$ cat src/rtl/mux_pkg.sv
// Shared constants and helpers for the N:1 stream multiplexer family.
package mux_pkg;

  localparam logic MODE_FIXED = 1'b0;
  localparam logic MODE_RR    = 1'b1;

  function automatic int clog2(input int n);
    int r;
    r = 0;
    for (int i = 0; i < 31; i++) begin
      if ((1 << i) < n) begin
        r = i + 1;
      end else begin
        r = r;
      end
    end
    return r;
  endfunction

endpackage

$ cat src/rtl/rr_arbiter.sv
// Round-robin arbiter: one-hot grant searching upward from ptr, wrapping at NUM_CH.
module rr_arbiter
  import mux_pkg::*;
#(
  parameter  int NUM_CH = 4,
  localparam int SEL_W  = clog2(NUM_CH)
) (
  input  logic              clk,
  input  logic              rst_n,
  input  logic [NUM_CH-1:0] req,
  input  logic              advance,
  input  logic [SEL_W-1:0]  grant_idx,
  output logic [NUM_CH-1:0] grant
);

  logic [SEL_W-1:0] ptr_q;
  logic [SEL_W-1:0] ptr_d;
  logic [SEL_W:0]   idx_s;
  logic             found_s;

  // Priority search ptr, ptr+1, ..., wrapping; one extra bit keeps ptr+k from overflowing.
  always_comb begin
    grant   = '0;
    found_s = 1'b0;
    idx_s   = '0;
    for (int k = 0; k < NUM_CH; k++) begin
      idx_s = {1'b0, ptr_q} + (SEL_W+1)'(k);
      idx_s = (idx_s >= (SEL_W+1)'(NUM_CH)) ? idx_s - (SEL_W+1)'(NUM_CH) : idx_s;
      if (!found_s && req[idx_s[SEL_W-1:0]]) begin
        grant[idx_s[SEL_W-1:0]] = 1'b1;
        found_s                 = 1'b1;
      end else begin
        found_s = found_s;
      end
    end
  end

  // Next pointer: one past the granted channel, wrapping to 0.
  always_comb begin
    if (advance) begin
      if (grant_idx == SEL_W'(NUM_CH - 1)) begin
        ptr_d = '0;
      end else begin
        ptr_d = grant_idx + SEL_W'(1);
      end
    end else begin
      ptr_d = ptr_q;
    end
  end

  // Pointer register.
  always_ff @(posedge clk) begin
    if (!rst_n) begin
      ptr_q <= '0;
    end else begin
      ptr_q <= ptr_d;
    end
  end

endmodule

$ cat src/rtl/mux_nx1_stream.sv
// Registered valid/ready N:1 multiplexer with fixed-select and round-robin modes.
module mux_nx1_stream
  import mux_pkg::*;
#(
  parameter  int NUM_CH = 4,
  parameter  int DATA_W = 8,
  localparam int SEL_W  = clog2(NUM_CH)
) (
  input  logic                     clk,
  input  logic                     rst_n,
  input  logic                     mode,
  input  logic [SEL_W-1:0]         sel,
  input  logic [NUM_CH-1:0]        in_valid,
  input  logic [NUM_CH*DATA_W-1:0] in_data,
  output logic [NUM_CH-1:0]        in_ready,
  output logic                     out_valid,
  input  logic                     out_ready,
  output logic [DATA_W-1:0]        out_data,
  output logic [SEL_W-1:0]         out_ch
);

  logic [NUM_CH-1:0] fixed_grant_s;
  logic [NUM_CH-1:0] rr_grant_s;
  logic [NUM_CH-1:0] grant_s;
  logic [SEL_W-1:0]  grant_idx_s;
  logic [DATA_W-1:0] grant_data_s;
  logic              any_grant_s;
  logic              can_load_s;
  logic              advance_s;

  logic              out_valid_q, out_valid_d;
  logic [DATA_W-1:0] out_data_q,  out_data_d;
  logic [SEL_W-1:0]  out_ch_q,    out_ch_d;

  rr_arbiter #(.NUM_CH(NUM_CH)) u_arb (
    .clk       (clk),
    .rst_n     (rst_n),
    .req       (in_valid),
    .advance   (advance_s),
    .grant_idx (grant_idx_s),
    .grant     (rr_grant_s)
  );

  // Grant select; an out-of-range sel matches no channel and so grants nothing.
  always_comb begin
    fixed_grant_s = '0;
    for (int i = 0; i < NUM_CH; i++) begin
      if (sel == SEL_W'(i)) begin
        fixed_grant_s[i] = in_valid[i];
      end else begin
        fixed_grant_s[i] = 1'b0;
      end
    end
    grant_s = (mode == MODE_RR) ? rr_grant_s : fixed_grant_s;
  end

  // Grant is one-hot, so OR-reduction yields the winning index and data.
  always_comb begin
    grant_idx_s  = '0;
    grant_data_s = '0;
    for (int i = 0; i < NUM_CH; i++) begin
      grant_idx_s  = grant_idx_s  | (grant_s[i] ? SEL_W'(i) : '0);
      grant_data_s = grant_data_s | ({DATA_W{grant_s[i]}} & in_data[i*DATA_W +: DATA_W]);
    end
  end

  assign any_grant_s = |grant_s;
  assign can_load_s  = !out_valid_q || out_ready;
  assign in_ready    = (rst_n && can_load_s) ? grant_s : '0;
  assign advance_s   = rst_n && can_load_s && any_grant_s && (mode == MODE_RR);

  // Output stage next state: load, drain, or hold under backpressure.
  always_comb begin
    if (can_load_s) begin
      out_valid_d = any_grant_s;
      if (any_grant_s) begin
        out_data_d = grant_data_s;
        out_ch_d   = grant_idx_s;
      end else begin
        out_data_d = out_data_q;
        out_ch_d   = out_ch_q;
      end
    end else begin
      out_valid_d = out_valid_q;
      out_data_d  = out_data_q;
      out_ch_d    = out_ch_q;
    end
  end

  // Output register.
  always_ff @(posedge clk) begin
    if (!rst_n) begin
      out_valid_q <= 1'b0;
      out_data_q  <= '0;
      out_ch_q    <= '0;
    end else begin
      out_valid_q <= out_valid_d;
      out_data_q  <= out_data_d;
      out_ch_q    <= out_ch_d;
    end
  end

  assign out_valid = out_valid_q;
  assign out_data  = out_data_q;
  assign out_ch    = out_ch_q;

endmodule

$ cat config.mk
export PLATFORM = sky130hd
export DESIGN_NAME = mux_nx1_stream
export DESIGN_NICKNAME = d
export VERILOG_FILES = /design/src/rtl/mux_pkg.sv /design/src/rtl/rr_arbiter.sv /design/src/rtl/mux_nx1_stream.sv
export SDC_FILE = /design/constraint.sdc
export NUM_CORES = 1
export LEC_CHECK = 0
export BUFFER_PORTS_ARGS = -buffer_cell sky130_fd_sc_hd__buf_2
export CORE_UTILIZATION = 51
export DETAILED_ROUTE_END_ITERATION = 8
export GPL_TIMING_DRIVEN = 0
export PLACE_DENSITY = 0.91
export SYNTH_ARGS = -nofsm -noshare
export SYNTH_HDL_FRONTEND = slang
export SYNTH_HIERARCHICAL = 1
export SYNTH_SLANG_ARGS = --single-unit
export TNS_END_PERCENT = 100
$ cat constraint.sdc
create_clock -name clk -period 6.1 [get_ports clk]
set_input_delay 0.915 -clock clk [delete_from_list [all_inputs] [get_ports clk]]
set_output_delay 0.915 -clock clk [all_outputs]
set_load 0.1 [all_outputs]
After elaboration in Yosys (flattened, before gate mapping) --
Cells that the tools add are included.
Operators by class: eq/ne operators 4, multiplexer cells 37, $add $sub $neg 8, $mul 0, shifts and indexed selects 0, bitwise gates (word level) 12, $lt $le $gt $ge 12, divide/modulo/power cells 0, reductions and logical operators 18
Operators with widths (count):
- 8-bit bitwise AND | 4
- 4-bit two-way mux | 6
- 8-bit bitwise OR | 3
- 1-bit two-way mux | 16
- 2-bit two-way mux | 7
- 2-bit by 3-bit less-than comparator with 1-bit output, second input constant | 4
- 4-bit bitwise OR | 3
- 1-bit logical AND | 10
- 3-bit greater-or-equal comparator, second input constant | 3
- 1-bit binary-select mux with 2-bit select | 4
- 1-bit demux with 2-bit select | 4
- 2-bit by 1-bit greater-or-equal comparator with 1-bit output, second input constant | 4
- 2-bit by 1-bit subtractor with 2-bit output, second input constant | 4
- 2-bit by 2-bit adder with 3-bit output, second input constant | 2
- 2-bit equality test, second input constant | 3
- 1-bit zero test | 4
- 4-bit OR reduction | 1
- 2-bit by 1-bit adder with 3-bit output, second input constant | 1
- 2-bit by 3-bit greater-or-equal comparator with 1-bit output, second input constant | 1
- 2-bit by 1-bit adder with 2-bit output, second input constant | 1
- 2-bit by 1-bit equality test with 1-bit output, second input constant | 1
- 2-bit zero test | 1
- 1-bit by 2-bit bitwise OR with 2-bit output | 1
- 2-bit bitwise OR | 1
- other kinds (2) | 2
Storage, ports and cells: output and inout bits 15, memory bits (writable) 0, logic and storage cells 95, ROM bits 0, bits of input ports 42, bits in latches 0, flip-flop bits (word level) 13, memories 0

Longest topological paths before layout --
word-level depth 20, gate-level depth with buffers 15, depth with buffers taken out 14

By module --
Netlist, hierarchy kept.
By module, submodules not included:
- mux_nx1_stream | seq. area each 220.2 sq um, area each 927.1 sq um, instances 1, cells an instance 117
- rr_arbiter | seq. area each 40.0 sq um, area each 399.1 sq um, instances 1, cells an instance 39

Worst setup path after synthesis --
No wires, ideal clock.
path type input-to-output, from input in_valid[3], to output in_ready[3], stages on the path 7, data arrival time 3.834 ns, path buffers 1, data required time 5.185 ns, setup slack 1.351 ns, path through mux4_2 > nor4b_4 > a221o_1 > nand2_1 > and2_1 > clkbuf_1 > nor2_1
On the way: cells in the longest elaborated chain, start to end 14, elaborated cells on any way between the ends 27, those cells by class mux (18); bitwise (3); reduce/logical (6)
RTL lines:
- start, declared | RTL line mux_nx1_stream.sv:13 | input logic [NUM_CH-1:0] in_valid,
- 1-bit binary-select mux with 2-bit select | RTL line rr_arbiter.sv:29 | if (!found_s && req[idx_s[SEL_W-1:0]]) begin
- 1-bit two-way mux (implied by the code) | RTL line rr_arbiter.sv:29
- 1-bit two-way mux | RTL line rr_arbiter.sv:29
- 1-bit zero test | RTL line rr_arbiter.sv:29
- 1-bit logical AND | RTL line rr_arbiter.sv:29
- 1-bit two-way mux | RTL line rr_arbiter.sv:29
- 1-bit zero test | RTL line rr_arbiter.sv:29
- 1-bit logical AND | RTL line rr_arbiter.sv:29
- 1-bit two-way mux | RTL line rr_arbiter.sv:29
- 1-bit zero test | RTL line rr_arbiter.sv:29
- 1-bit logical AND | RTL line rr_arbiter.sv:29
- 4-bit two-way mux * | RTL line rr_arbiter.sv:29
- net rr_grant_s[3] | RTL line mux_nx1_stream.sv:23 | logic [NUM_CH-1:0] rr_grant_s;
- 4-bit two-way mux * | RTL line mux_nx1_stream.sv:54 | grant_s = (mode == MODE_RR) ? rr_grant_s : fixed_grant_s;
- 4-bit two-way mux * | RTL line mux_nx1_stream.sv:69 | assign in_ready = (rst_n && can_load_s) ? grant_s : '0;
- end, declared | RTL line mux_nx1_stream.sv:15 | output logic [NUM_CH-1:0] in_ready,
The timed path passes the listed nets; every way through them passes the cells marked *. The select of a mux whose other input is x is not followed.

Final worst setup path --
Ends and elaborated chain as after synthesis.

==> summary.md <==
| Metric | Value |
|---|---|
| Status | complete, no violations |
| Vias per cell | 5.947 |
| Worst slew pin tran | 0.7207 ns |
| Post-synth top flop | dfxtp_1 |
| Drt drc | 0 |
| Initial antenna violation count | 0 |
| Synth Net Count | 205 |
| Io pins | 57 |
| Total of max-cap violations | 0 |
| Crit Path Max Fanout | 10 |
| Post-DRT Antenna Nets | 0 |
| Fin cells | 246 |
| Placed insts | 242 |
| Iteration-0 DRC Markers | 47 |
| Initial Utilization | 53.54% |
| # hold bufs at CTS | 0 |
| CP required | 5.18 ns |
| H-tree lvl count | 1 |
| Post-CTS setup buffers | 0 |
| Busiest grt layer | met2 |
| Hold Path Depth | 2 |
| Setup Viol. Count Final | 0 |
| Die Span Y | 53.00 um |
| Syn avg cell area | 8.502 um^2 |
| Final Routed Wirelength | 3.556 mm |
| CTS clk-pin slew, worst paths | 0.07 ns |
| Grt ovf | 0 |
| Critical path endpoint category | output port |
| Seq cells post-synth | 13 |
| Largest net degree at the start of global routing | 11 |
| FF+latch area | 260.3 um^2 |
| Clock buffer depth | 2 |
| Post-route minimum period | 4.410 ns |
| Cell Pwr Density | 244.9 nW/um^2 |
| Min-Delay Path Class | flop to flop |
| NumNets Final | 266 |
| Resized cells post-CTS | 0 |
| Pleak | 0.7266 nW |
| CORE AREA | 2477 um^2 |
| ANT cells | 0 |
| Max Transition Viols Final | 0 |
| Placed wire-length estimate | 2.750 mm |
| Worst vdd ir | 0.2196 mV |
| HP Start | out_ch[1]$_SDFFE_PN0P_ |
| CTS tree | done |
| Die ar. | 2808 um^2 |
| Clk root buf | clkbuf_4 |
| Post-synth EDFFs | 0 |
| Final Hold Fails | 0 |
| Seq/Total Area, Yosys | 19.62% |
| Worst-skew pair later-pin latency | 0.28 ns |
| RePlAce Congestion | 0.9343 |
| Most common cell in the synthesized netlist | a21boi_0 |
| Kind of critical path | input port to output port |
| Period utilization | 72.30% |
| Post-route setup TNS | 0 ns |
| Fillers | 227 |
| Area leader, netlist | dfxtp_1 |
| Async SR Flop Fraction | 0% |
| Reg2reg end | u_arb/ptr_q[1]$_SDFFE_PN0P_ |
| Row count | 18 |
| First-pass GRT wire length | 5.582 mm |
| Global-route met1 utilization | 39.48% |
| R2r setup slk | 2.67 ns |
| Crit start category | input port |
| Gr usage total | 26.99% |
| Buffers added on ports | 56 |
| Die span in x | 53.00 um |
| Worst hold margin | 0.4736 ns |
| Vias | 1463 |
| Global-route met3 utilization | 1.149% |
| Worst path arrival time | 3.50 ns |
| CTS Buf Count | 3 |
| Max Clock Freq | 0.2267 GHz |
| Synth unique cells | 33 |
| Routed wire length per instance | 14.46 um |
| Area contributors post-synth | dfxtp_1, a21boi_0, mux4_2 |
| Mapped Cells | 156 |
| Top cell type's share of synthesized area | 19.62% |
| Commonest cells in the netlist | a21boi_0, nand2_1, dfxtp_1 |
| Area of the multi-input gates | 1001 um^2 |
| Reg2reg start | u_arb/ptr_q[1]$_SDFFE_PN0P_ |
| FF-to-FF path depth | 13 |
| Hold Path Sink | out_ch[1]$_SDFFE_PN0P_ |
| RSZ-0062 raised after global routing | false |
| Post-route cell area | 1670 um^2 |
| Met2 GRT Util | 41.98% |
| Drt pass-1 iters | 4 |
| Vias in the first global route | 1203 |
| Max-Slew Margin vs Limit | 50.71% |
| Dpl cell area | 1644 um^2 |
| Synthesis-to-finish area growth | 25.94% |
| Synth warn | 6 |
| Clock Skews | 0.006059 ns |
| CTS sink cnt | 13 |
| Mapped Area | 1326 um^2 |
| Share of layout cells above drive strength 1 | 33.33% |
## registers in the layout (all words and copies together), names as in the netlist
register,flops
out_data,8
out_ch,2
u_arb/ptr_q,2
out_valid,1
## layout make-up
class	instances	share of cell area (%)
multi-input combinational	130	59.93
sequential	13	15.58
buffer	9	2.996
clock buffer	4	1.573
timing repair buffer	56	16.78
tap	30	2.247
inverter	4	0.8989
## worst max-delay path, cell delays in order
cell and delay [ns]:
buf_2 0.12, mux4_2 0.60, nor4b_4 0.38, a221o_1 0.21, nand2_1 0.19, and2_1 0.27
clkbuf_1 0.23, nor2_1 0.14, buf_2 0.43
## worst max-delay path by stage
stage	startpoint	endpoint	slack (ns)	cells after the start
3_3_place_gp	in_valid[3]	in_ready[3]	1.74	9
2_1_floorplan	in_valid[3]	in_ready[3]	1.35	7
4_1_cts	in_valid[3]	in_ready[3]	1.71	9
3_5_place_dp	in_valid[3]	in_ready[3]	1.71	9
6_report	in_valid[3]	in_ready[3]	1.69	9
5_1_grt	u_arb/ptr_q[0]$_SDFFE_PN0P_	in_ready[3]	1.51	11
## layout by cell type (no fill, tap or decap), types with 2 or more instances in the layout
cell	netlist	final
a21boi_0	24	24
and2_1	10	10
clkbuf_4	0	3
o21ai_0	12	12
nor2b_1	10	10
buf_6	2	2
inv_1	4	4
nor2_1	4	4
a2111oi_0	8	8
mux4_2	4	4
dfxtp_1	13	13
nand2_1	18	18
ha_1	7	7
nor3b_2	2	2
mux2i_1	2	2
a41oi_1	8	8
buf_2	1	57
a21oi_1	2	2
nand4bb_1	2	2
clkbuf_1	6	7
a221o_1	4	4
## routing by layer
metal	part of all wire [%]	vias to the layer above
met5	0	-
met2	49	64
met1	44	673
met4	0.51	0
li1	-	724
met3	6.5	2
## metrics by stage
stage	power [W]	setup WS (ns)	utilization (%)
2_1_floorplan	0.0003043	1.351	-
4_1_cts	0.0004085	1.709	67.42
6_report	0.0004090	1.690	67.42
3_5_place_dp	0.0003555	1.709	66.36
5_1_grt	0.0004321	1.506	67.42
3_3_place_gp	0.0003506	1.740	66.36
## cell families after synthesis
kind of cell / share of synthesized area (%)
adders and majority gates: 6.603
AOI/OAI and AO/OA: 35.57
buffers and inverters: 4.905
and+or+nand+nor: 25.00
muxes: 8.302
DFF: 19.62
## power breakdown
part	internal [W]	total (W)	switching (W)
combinational	0.0000710	0.000250	0.000179
clock	0.0000253	0.0000530	0.0000276
sequential	0.0000983	0.000106	0.00000775
Power figures use the tool's default switching activity.
